`src/rtl/ais_hdlc_pkg.sv`:
```
// Shared constants and types for the AIS HDLC link (receiver and transmitter).
package ais_hdlc_pkg;

  localparam logic [7:0]  HDLC_FLAG        = 8'h7E;
  localparam logic [15:0] CRC_INIT         = 16'hFFFF;
  localparam logic [15:0] CRC_POLY_REFL    = 16'h8408;
  localparam logic [15:0] CRC_GOOD_RESIDUE = 16'hF0B8;
  localparam int unsigned STUFF_RUN        = 5;

  typedef enum logic [1:0] {
    HUNT = 2'd0,
    SYNC = 2'd1,
    DATA = 2'd2
  } hdlc_rx_state_e;

endpackage

```
`src/rtl/ais_crc16_x25_byte.sv`:
```
// One-octet CRC-16/X-25 update, LSB-first, reflected polynomial 0x8408.
module ais_crc16_x25_byte
  import ais_hdlc_pkg::*;
(
  input  logic [15:0] crc_in,
  input  logic [7:0]  data,
  output logic [15:0] crc_out
);

  logic [15:0] c;

  always_comb begin
    c = crc_in;
    for (int i = 0; i < 8; i++) begin
      if (c[0] ^ data[i]) c = (c >> 1) ^ CRC_POLY_REFL;
      else                c = c >> 1;
    end
    crc_out = c;
  end

endmodule

```
`src/rtl/ais_hdlc_receiver.sv`:
```
// HDLC receive path: flag/abort detection, zero destuffing, LSB-first octet
// assembly, FCS check and per-frame status reporting.
module ais_hdlc_receiver
  import ais_hdlc_pkg::*;
#(
  parameter int MAX_BYTES = 64,
  parameter int MIN_BYTES = 4
) (
  input  logic       clk,
  input  logic       reset,
  input  logic       rx_bit,
  input  logic       rx_bit_en,
  output logic [7:0] rx_data,
  output logic       rx_valid,
  output logic       rx_sof,
  output logic       rx_eof,
  output logic       frame_ok,
  output logic       crc_err,
  output logic       align_err,
  output logic       len_err,
  output logic       abort,
  output logic [7:0] byte_count,
  output logic       in_frame,
  output logic       led_rx_active
);

  localparam logic [7:0] MAX_CNT   = 8'(MAX_BYTES);
  localparam logic [7:0] MIN_CNT   = 8'(MIN_BYTES);
  localparam logic [2:0] RUN_STUFF = 3'(STUFF_RUN);
  localparam logic [2:0] RUN_FLAG  = 3'(STUFF_RUN + 1);
  localparam logic [2:0] RUN_ABORT = 3'(STUFF_RUN + 2);

  hdlc_rx_state_e state_q, state_d;
  logic [2:0]  ones_q, ones_d;
  logic [2:0]  bit_cnt_q, bit_cnt_d;
  logic [6:0]  shreg_q, shreg_d;
  logic [15:0] crc_q, crc_d;
  logic [7:0]  cnt_q, cnt_d;

  logic [7:0] rx_data_q, rx_data_d;
  logic       rx_valid_q, rx_valid_d;
  logic       rx_sof_q, rx_sof_d;
  logic       rx_eof_q, rx_eof_d;
  logic       frame_ok_q, frame_ok_d;
  logic       crc_err_q, crc_err_d;
  logic       align_err_q, align_err_d;
  logic       len_err_q, len_err_d;
  logic       abort_q, abort_d;
  logic [7:0] byte_count_q, byte_count_d;
  logic       in_frame_q, in_frame_d;

  logic        is_stuff, is_flag, is_abort, is_data, octet_done;
  logic        crc_bad, len_bad, align_bad;
  logic [7:0]  octet_full;
  logic [15:0] crc_upd;

  // Line classification of the current raw bit against the run of ones before it.
  assign is_stuff   = rx_bit_en && !rx_bit && (ones_q == RUN_STUFF);
  assign is_flag    = rx_bit_en && !rx_bit && (ones_q == RUN_FLAG);
  assign is_abort   = rx_bit_en &&  rx_bit && (ones_q == RUN_FLAG);
  assign is_data    = rx_bit_en && !(is_stuff || is_flag || is_abort);
  assign octet_done = is_data && (bit_cnt_q == 3'd7);
  assign octet_full = {rx_bit, shreg_q};

  // The flag's leading 0 and six 1s were taken as data, so an aligned
  // closing flag is detected with exactly seven bits in the partial octet.
  assign crc_bad   = (crc_q != CRC_GOOD_RESIDUE);
  assign len_bad   = (cnt_q < MIN_CNT) || (cnt_q > MAX_CNT);
  assign align_bad = (bit_cnt_q != 3'd7);

  ais_crc16_x25_byte u_crc (
    .crc_in  (crc_q),
    .data    (octet_full),
    .crc_out (crc_upd)
  );

  always_comb begin
    state_d      = state_q;
    ones_d       = ones_q;
    bit_cnt_d    = bit_cnt_q;
    shreg_d      = shreg_q;
    crc_d        = crc_q;
    cnt_d        = cnt_q;
    rx_data_d    = rx_data_q;
    rx_valid_d   = 1'b0;
    rx_sof_d     = 1'b0;
    rx_eof_d     = 1'b0;
    frame_ok_d   = 1'b0;
    crc_err_d    = 1'b0;
    align_err_d  = 1'b0;
    len_err_d    = 1'b0;
    abort_d      = 1'b0;
    byte_count_d = byte_count_q;
    in_frame_d   = in_frame_q;

    if (rx_bit_en) begin
      if (rx_bit) ones_d = (ones_q == RUN_ABORT) ? ones_q : ones_q + 3'd1;
      else        ones_d = 3'd0;

      if (is_data) begin
        if (bit_cnt_q != 3'd7) shreg_d[bit_cnt_q] = rx_bit;
        bit_cnt_d = bit_cnt_q + 3'd1;
      end

      // Every flag restarts octet alignment and the FCS accumulator.
      if (is_flag) begin
        bit_cnt_d = 3'd0;
        cnt_d     = 8'd0;
        crc_d     = CRC_INIT;
      end

      case (state_q)
        HUNT: begin
          if (is_flag) state_d = SYNC;
        end
        SYNC: begin
          if (is_abort) begin
            abort_d = 1'b1;
            state_d = HUNT;
          end else if (octet_done) begin
            rx_valid_d = 1'b1;
            rx_sof_d   = 1'b1;
            rx_data_d  = octet_full;
            crc_d      = crc_upd;
            cnt_d      = 8'd1;
            in_frame_d = 1'b1;
            state_d    = DATA;
          end
        end
        DATA: begin
          if (is_flag) begin
            rx_eof_d     = 1'b1;
            crc_err_d    = crc_bad;
            len_err_d    = len_bad;
            align_err_d  = align_bad;
            frame_ok_d   = !(crc_bad || len_bad || align_bad);
            byte_count_d = cnt_q;
            in_frame_d   = 1'b0;
            state_d      = SYNC;
          end else if (is_abort) begin
            abort_d    = 1'b1;
            in_frame_d = 1'b0;
            state_d    = HUNT;
          end else if (octet_done) begin
            if (cnt_q == MAX_CNT) begin
              // Oversized frame: drop this octet and close the frame here.
              rx_eof_d     = 1'b1;
              len_err_d    = 1'b1;
              crc_err_d    = crc_bad;
              byte_count_d = MAX_CNT;
              in_frame_d   = 1'b0;
              state_d      = HUNT;
            end else begin
              rx_valid_d = 1'b1;
              rx_data_d  = octet_full;
              crc_d      = crc_upd;
              cnt_d      = cnt_q + 8'd1;
            end
          end
        end
        default: state_d = HUNT;
      endcase
    end
  end

  always_ff @(posedge clk or posedge reset) begin
    if (reset) begin
      state_q      <= HUNT;
      ones_q       <= 3'd0;
      bit_cnt_q    <= 3'd0;
      shreg_q      <= 7'd0;
      crc_q        <= CRC_INIT;
      cnt_q        <= 8'd0;
      rx_data_q    <= 8'd0;
      rx_valid_q   <= 1'b0;
      rx_sof_q     <= 1'b0;
      rx_eof_q     <= 1'b0;
      frame_ok_q   <= 1'b0;
      crc_err_q    <= 1'b0;
      align_err_q  <= 1'b0;
      len_err_q    <= 1'b0;
      abort_q      <= 1'b0;
      byte_count_q <= 8'd0;
      in_frame_q   <= 1'b0;
    end else begin
      state_q      <= state_d;
      ones_q       <= ones_d;
      bit_cnt_q    <= bit_cnt_d;
      shreg_q      <= shreg_d;
      crc_q        <= crc_d;
      cnt_q        <= cnt_d;
      rx_data_q    <= rx_data_d;
      rx_valid_q   <= rx_valid_d;
      rx_sof_q     <= rx_sof_d;
      rx_eof_q     <= rx_eof_d;
      frame_ok_q   <= frame_ok_d;
      crc_err_q    <= crc_err_d;
      align_err_q  <= align_err_d;
      len_err_q    <= len_err_d;
      abort_q      <= abort_d;
      byte_count_q <= byte_count_d;
      in_frame_q   <= in_frame_d;
    end
  end

  assign rx_data       = rx_data_q;
  assign rx_valid      = rx_valid_q;
  assign rx_sof        = rx_sof_q;
  assign rx_eof        = rx_eof_q;
  assign frame_ok      = frame_ok_q;
  assign crc_err       = crc_err_q;
  assign align_err     = align_err_q;
  assign len_err       = len_err_q;
  assign abort         = abort_q;
  assign byte_count    = byte_count_q;
  assign in_frame      = in_frame_q;
  assign led_rx_active = in_frame_q;

endmodule
```
`config.mk`:
```
export PLATFORM = sky130hd
export DESIGN_NAME = ais_hdlc_receiver
export DESIGN_NICKNAME = d
export VERILOG_FILES = /design/src/rtl/ais_hdlc_pkg.sv /design/src/rtl/ais_crc16_x25_byte.sv /design/src/rtl/ais_hdlc_receiver.sv
export SDC_FILE = /design/constraint.sdc
export NUM_CORES = 1
export LEC_CHECK = 0
export BUFFER_PORTS_ARGS = -buffer_cell sky130_fd_sc_hd__buf_2
export CAP_MARGIN = 0
export CORE_UTILIZATION = 60
export CTS_CLUSTER_DIAMETER = 30
export DETAILED_ROUTE_END_ITERATION = 10
export PLACE_DENSITY = 0.83
export SYNTH_ARGS = -nofsm -noshare
export SYNTH_HDL_FRONTEND = slang
export SYNTH_HIERARCHICAL = 1
export SYNTH_SLANG_ARGS = --single-unit
```
`constraint.sdc`:
```
create_clock -name clk -period 5 [get_ports clk]
set_input_delay 1 -clock clk [delete_from_list [all_inputs] [get_ports clk]]
set_output_delay 1 -clock clk [all_outputs]
set_load 0.1 [all_outputs]
```
==> results of run 1 <==
-- where the power goes --
group / switching (mW) / internal (mW)
sequential: 0.144 / 0.670
combinational: 0.657 / 0.547
clock: 0.193 / 0.220
total: 0.994 / 1.44
-- per-layer routing --
layer	GRT usage [%]	vias to the layer above	wire [microns]
li1	-	1258	-
met1	37.2	1269	3470
met2	40.0	93	3490
met3	7.39	13	441
met4	8.21	0	111
met5	0	-	0
-- critical path, delay by kind of cell --
family	cells	cell delay, ps
compound gates	2	880
buf+inv	1	250
mux	1	410
simple gates	2	740
-- cell usage after synthesis (8+ instances only) --
library cell and count:
nor3_1 8, nand2_1 26, a21oi_1 9, ha_1 12, dfrtp_1 48, nand3_1 18
inv_1 11, o2bb2ai_1 12, mux2_2 10, nor2_1 27, clkbuf_1 10, dfstp_2 16
xnor2_1 9, o21ai_0 19
-- layout make-up --
cell class / instances / share of cell area, %
Multi-Input combinational cell: 244 / 47.5
Sequential cell: 64 / 40.6
Tap cell: 75 / 2.35
Clock buffer: 14 / 4.33
Inverter: 11 / 1.03
Clock inverter: 2 / 0.314
Timing Repair Buffer: 30 / 3.83
-- flip-flops by register name, summed over array words and instances, names as in the netlist, 2 cells and up --
name,flops
state_q,2
crc_q,16
byte_count,8
shreg_q,7
rx_data,8
ones_q,3
bit_cnt_q,3
cnt_q,8
-- logic make-up after synthesis --
kind of cell	after synthesis	synth area share [%]
simple gates	116	16.7
compound gates	73	14.4
flops	64	44.2
buf+inv	31	4.06
xor+xnor	24	10.1
mux	19	6.48
fa+ha+maj	12	4.10
-- worst max-delay path by stage --
stage | from | to
global route | rx_bit_en | rx_data[5]$_DFFE_PP0P_
global placement | rx_bit_en | rx_data[5]$_DFFE_PP0P_
detailed placement | rx_bit_en | rx_data[5]$_DFFE_PP0P_
CTS | rx_bit_en | rx_data[5]$_DFFE_PP0P_
floorplan | reset | abort$_DFF_PP0_
finish | rx_bit_en | rx_data[6]$_DFFE_PP0P_
-- stage by stage --
step | setup WS [ps] | cells
3_3_place_gp | 1680 | 424
4_1_cts | 1930 | 440
3_5_place_dp | 1570 | 424
5_1_grt | 1760 | 440
6_report | 1930 | 440
2_1_floorplan | 2430 | 339
==> run metrics, run 1 <==
I/O pin cnt 30; Reg area 0.00162 sq mm; Worst-Margin Slew 926 ps; worst-case clock buffer depth 2; fmax 0.326 GHz; Syn Area/Cell 10.8 sq um; Crit path largest cell delay 600 ps; Initial DRC Count 256; headroom to the max-slew limit 38.3%; Reg clk slew, reported paths 70 ps; post-route ant nets 0; H-Tree Level Count 3; Core Util, Final 67.4%; Worst R2R Start bit_cnt_q[1]$_DFFE_PP0P_; WHS Path Cells 2; Placed Area 0.00380 sq mm; # DRC 0; antenna violations before repair 0; WP data required 5230 ps; total negative setup slack 0 ps; commonest non-fill, non-tap cell in the layout dfrtp_1; Via density 5.98; number of fill cells 466; fin crit share 61.4%; Pleak 1.79 nW; most frequent cells in the layout dfrtp_1 (48), buf_2 (29), nor2_1 (27); final wirelength 7.52 mm; worst skew pair latency 340 ps; number of synthesized flops with an enable pin 0; Final Net Count 376; root buffer cell clkbuf_8; Hold Buf Count CTS 0; final hold vios 0; die height 80.2 microns; Slew Limit Fails 0; DR vias 2633; Peak VDD IR 0.420 mV; post-cts sizing count 0; Post-DP HPWL 5.29 mm; element type at the critical path start input pin; Mapped Cells 339; Synth area leader dfrtp_1; Main synth FF type dfrtp_1; count of cell types in the netlist 64; Setup CP Type in2reg; critical path endpoint category flip-flop; RSZ-0062 raised after global routing no; Slowest-stage cell, CP o22ai_4; vias in the first global route 2607; Synth async-reset ratio 100%; Hold Path End byte_count[7]$_DFFE_PP0P_; share of cells above drive strength 1 25.5%; top-area cell type share of the netlist area 32.8%; synth warn 6; Rows 28; sequential-to-total area share from yosys stat 44.2%; Reg-to-Reg End rx_data[6]$_DFFE_PP0P_; Critical Path AT 3300 ps; Starting Density 61.9%; dominant cells by area after synthesis dfrtp_1 (33%), dfstp_2 (11%), ha_1 (4.1%); footprint of the multi-input gates 0.00190 sq mm; GRT overflow 0; fin area 0.00399 sq mm; status finished clean; Die Span X 80.2 microns; WL per Instance 17.1 microns; Pwr Total 2.43 mW; Synth Net Count 355; CTS buffer count 9; Worst Clk Skew 6.88 ps; MaxCap Viol Count 0; largest net degree at the start of global routing 65; CTS tree yes; first-pass GRT wire length 12.8 mm; routability congestion estimate 0.895; n_diodes 0; core area 0.00592 sq mm; Worst R2R Path Depth 6; Area Growth Syn to Fin 8.84%; Pwr Density 609 mW/mm^2; critical path fanouts, max 21; worst reg2reg setup slack 2140 ps; Synth Cell Area 0.00367 sq mm; minimum clock period 3070 ps; Die ar. 0.00643 sq mm; final setup fails 0; Seq cells post-synth 64; Post-CTS Setup Inserts 0; Critical Path, Cell by Cell buf_2 > a21boi_2 > and3_1 > nand2_2 > o22ai_4 > mux2_2; Tot GR Track Use 26.5%; IO Port Bufs 29; critical hold path startpoint byte_count[7]$_DFFE_PP0P_; worst hold slack 499 ps; worst hold path class reg2reg; total clock sinks 64; TritonRoute pass-1 iters 4
(Power assumes the default switching activity.)
==> run 2: changes to the inputs <==
clock period = 3.11 ns   (was 5 ns; I/O delays follow)
==> run 2 against run 1 <==
  * Clock skew is 3.1 ps higher
  * Setup slack worse by 1300 ps
  * Routed wire length is 1.7% higher
  * Largest cell class unchanged
  * Via count is 2.6% higher
  * Count of clock-buffer cells in the layout is 1 lower
  * Critical endpoint is now rx_data[5]$_DFFE_PP0P_
==> run metrics, run 2 (synthesized netlist as in run 1, its figures left out) <==
status finished clean; Critical Path AT 2660 ps (-640 ps); switching part of the total 41.3% (+0.38 points); headroom to the max-slew limit 34.0% (-4.3 points); worst reg2reg setup slack 680 ps (-1460 ps); minimum clock period 2430 ps; total clock sinks 64 (unchanged); I/O pin cnt 30 (unchanged); H-Tree Level Count 3 (unchanged); CP dominant cell by count ha_1; Peak VDD IR 0.733 mV (+74%); Starting Density 61.9% (unchanged); max FFs per register 16 (unchanged); Hold Buf Count CTS 0 (unchanged); Critical Path, Cell by Cell ha_1 > ha_1 > nand3_2 > a21o_1 > o22ai_4 > mux2_2; # DRC 0 (unchanged); element type at the critical path start flip-flop; fmax 0.411 GHz; critical path fanouts, max 10 (-52%); post-cts sizing count 0 (unchanged); core area 0.00592 sq mm (unchanged); MaxCap Viol Count 0 (unchanged); GRT overflow 0 (unchanged); Tot GR Track Use 26.6% (+0.079 points); total negative setup slack 0 ps (unchanged); Area Growth Syn to Fin 9.42%; WP data required 3340 ps (-1890 ps); commonest non-fill, non-tap cell in the layout dfrtp_1; IO Port Bufs 29 (unchanged); Worst R2R Path Depth 6 (unchanged); worst-case clock buffer depth 2 (unchanged); Placed Area 0.00383 sq mm (+0.79%); routability congestion estimate 0.943 (+5.4%); Reg clk slew, reported paths 70 ps (about the same); worst skew pair latency 340 ps (about the same); Final Non-Filler Cells 444 (+0.91%); Worst Clk Skew 9.97 ps (+3.09 ps); root buffer cell clkbuf_8; register bank with the most flops crc_q; die height 80.2 microns (unchanged); Slew Limit Fails 0 (unchanged); Final Net Count 380 (+1.1%); Sequential Power Share 33.4% (about the same); first-pass GRT wire length 12.9 mm (+0.59%); largest net degree at the start of global routing 50 (-23%); DR vias 2701 (+2.6%); TritonRoute pass-1 iters 4 (unchanged); CTS tree yes; Initial DRC Count 303 (+18%); worst hold path class reg2reg; Post-DP HPWL 5.47 mm (+3.4%); critical path endpoint category flip-flop; RSZ-0062 raised after global routing no; share of cells above drive strength 1 26.3% (+0.81 points); n_diodes 0 (unchanged); fin crit share 78.3%; final wirelength 7.65 mm (+1.7%); Clk pwr share 16.5% (-0.5 points); Worst Setup EP rx_data[5]$_DFFE_PP0P_; fin area 0.00401 sq mm (+0.53%); final setup fails 0 (unchanged); Die ar. 0.00643 sq mm (unchanged); final hold vios 0 (unchanged); Reg-to-Reg End rx_data[5]$_DFFE_PP0P_; Die Span X 80.2 microns (unchanged); WL per Instance 17.2 microns (+0.83%); Pint 2.30 mW (+60%); placed insts 428 (+0.94%); Crit path largest cell delay 480 ps (-120 ps); Post-CTS Setup Inserts 0 (unchanged); CTS buffer count 9 (unchanged); Via density 6.08 (+1.7%); Pleak 1.81 nW (+0.99%); most frequent cells in the layout dfrtp_1 (48), buf_2 (29), nor2_1 (27); antenna violations before repair 0 (unchanged); vias in the first global route 2671 (+2.5%); crit path launch bit_cnt_q[1]$_DFFE_PP0P_; Comb pwr share 50.1% (+0.6 points); Rows 28 (unchanged); Setup CP Type reg2reg; Pwr Density 975 mW/mm^2 (+60%); Slowest-stage cell, CP dfrtp_1; Switch Pwr 1.61 mW (+62%); post-route ant nets 0 (unchanged); Worst R2R Start bit_cnt_q[1]$_DFFE_PP0P_; Core Util, Final 67.8% (+0.36 points); Worst-Margin Slew 988 ps (+62.7 ps)
==> run 2: changes by cell type in the layout (fill, tap and decap cells not counted) <==
cell / before / now
clkinv_2: 1 / 2
clkbuf_8: 12 / 11
buf_4: 1 / 5
==> run 2: power by group through the flow <==
| stage | sequential (mW) | clock [mW] | combinational [mW] |
|---|---|---|---|
| 2_1_floorplan | 1.64 | 0 | 1.31 |
| 3_3_place_gp | 1.31 | 0 | 1.89 |
| 3_5_place_dp | 1.31 | 0 | 1.95 |
| 4_1_cts | 1.30 | 0.655 | 1.96 |
| 5_1_grt | 1.33 | 0.696 | 2.08 |
| 6_report | 1.31 | 0.645 | 1.96 |
==> run 2: critical path, delay by kind of cell, from the launching register on <==
kind | cells | cell delay (ps)
mux | 1 | 390
fa+ha+maj | 2 | 500
flops | 1 | 480
simple gates | 1 | 200
compound gates | 2 | 740
==> run 2: worst min path at each step <==
stage | end | slack (ps) | depth (start not counted) | from
global placement | byte_count[6]$_DFFE_PP0P_ | 470 | 1 | byte_count[6]$_DFFE_PP0P_
CTS | byte_count[6]$_DFFE_PP0P_ | 490 | 1 | byte_count[6]$_DFFE_PP0P_
floorplan | crc_q[8]$_DFFE_PP1P_ | 500 | 2 | crc_q[8]$_DFFE_PP1P_
finish | byte_count[6]$_DFFE_PP0P_ | 490 | 1 | byte_count[6]$_DFFE_PP0P_
detailed placement | byte_count[6]$_DFFE_PP0P_ | 480 | 1 | byte_count[6]$_DFFE_PP0P_
global route | byte_count[6]$_DFFE_PP0P_ | 510 | 1 | byte_count[6]$_DFFE_PP0P_
==> run 2: stage by stage <==
| step | power (mW) | hold WS (ps) | worst slack, ps |
|---|---|---|---|
| 2_1_floorplan | 2.95 | 503 | 916 |
| 3_3_place_gp | 3.20 | 472 | 616 |
| 3_5_place_dp | 3.26 | 482 | 531 |
| 4_1_cts | 3.92 | 495 | 684 |
| 5_1_grt | 4.11 | 512 | 436 |
| 6_report | 3.91 | 491 | 676 |
==> run 2: final cells by class <==
cell class                      count  area (sq um)
Clock buffer                       13           159
Clock inverter                      3          17.5
Fill cell                         447          1910
Inverter                           11          41.3
Multi-Input combinational cell    244          1900
Sequential cell                    64          1620
Tap cell                           75          93.8
Timing Repair Buffer               34           183
==> run 2: routing by layer <==
| layer | GRT usage, % | vias up | routed length, microns |
|---|---|---|---|
| li1 | - | 1268 | - |
| met1 | 37.1 | 1329 | 3510 |
| met2 | 40.9 | 89 | 3640 |
| met3 | 5.11 | 15 | 379 |
| met4 | 10.7 | 0 | 129 |
| met5 | 0 | - | 0 |
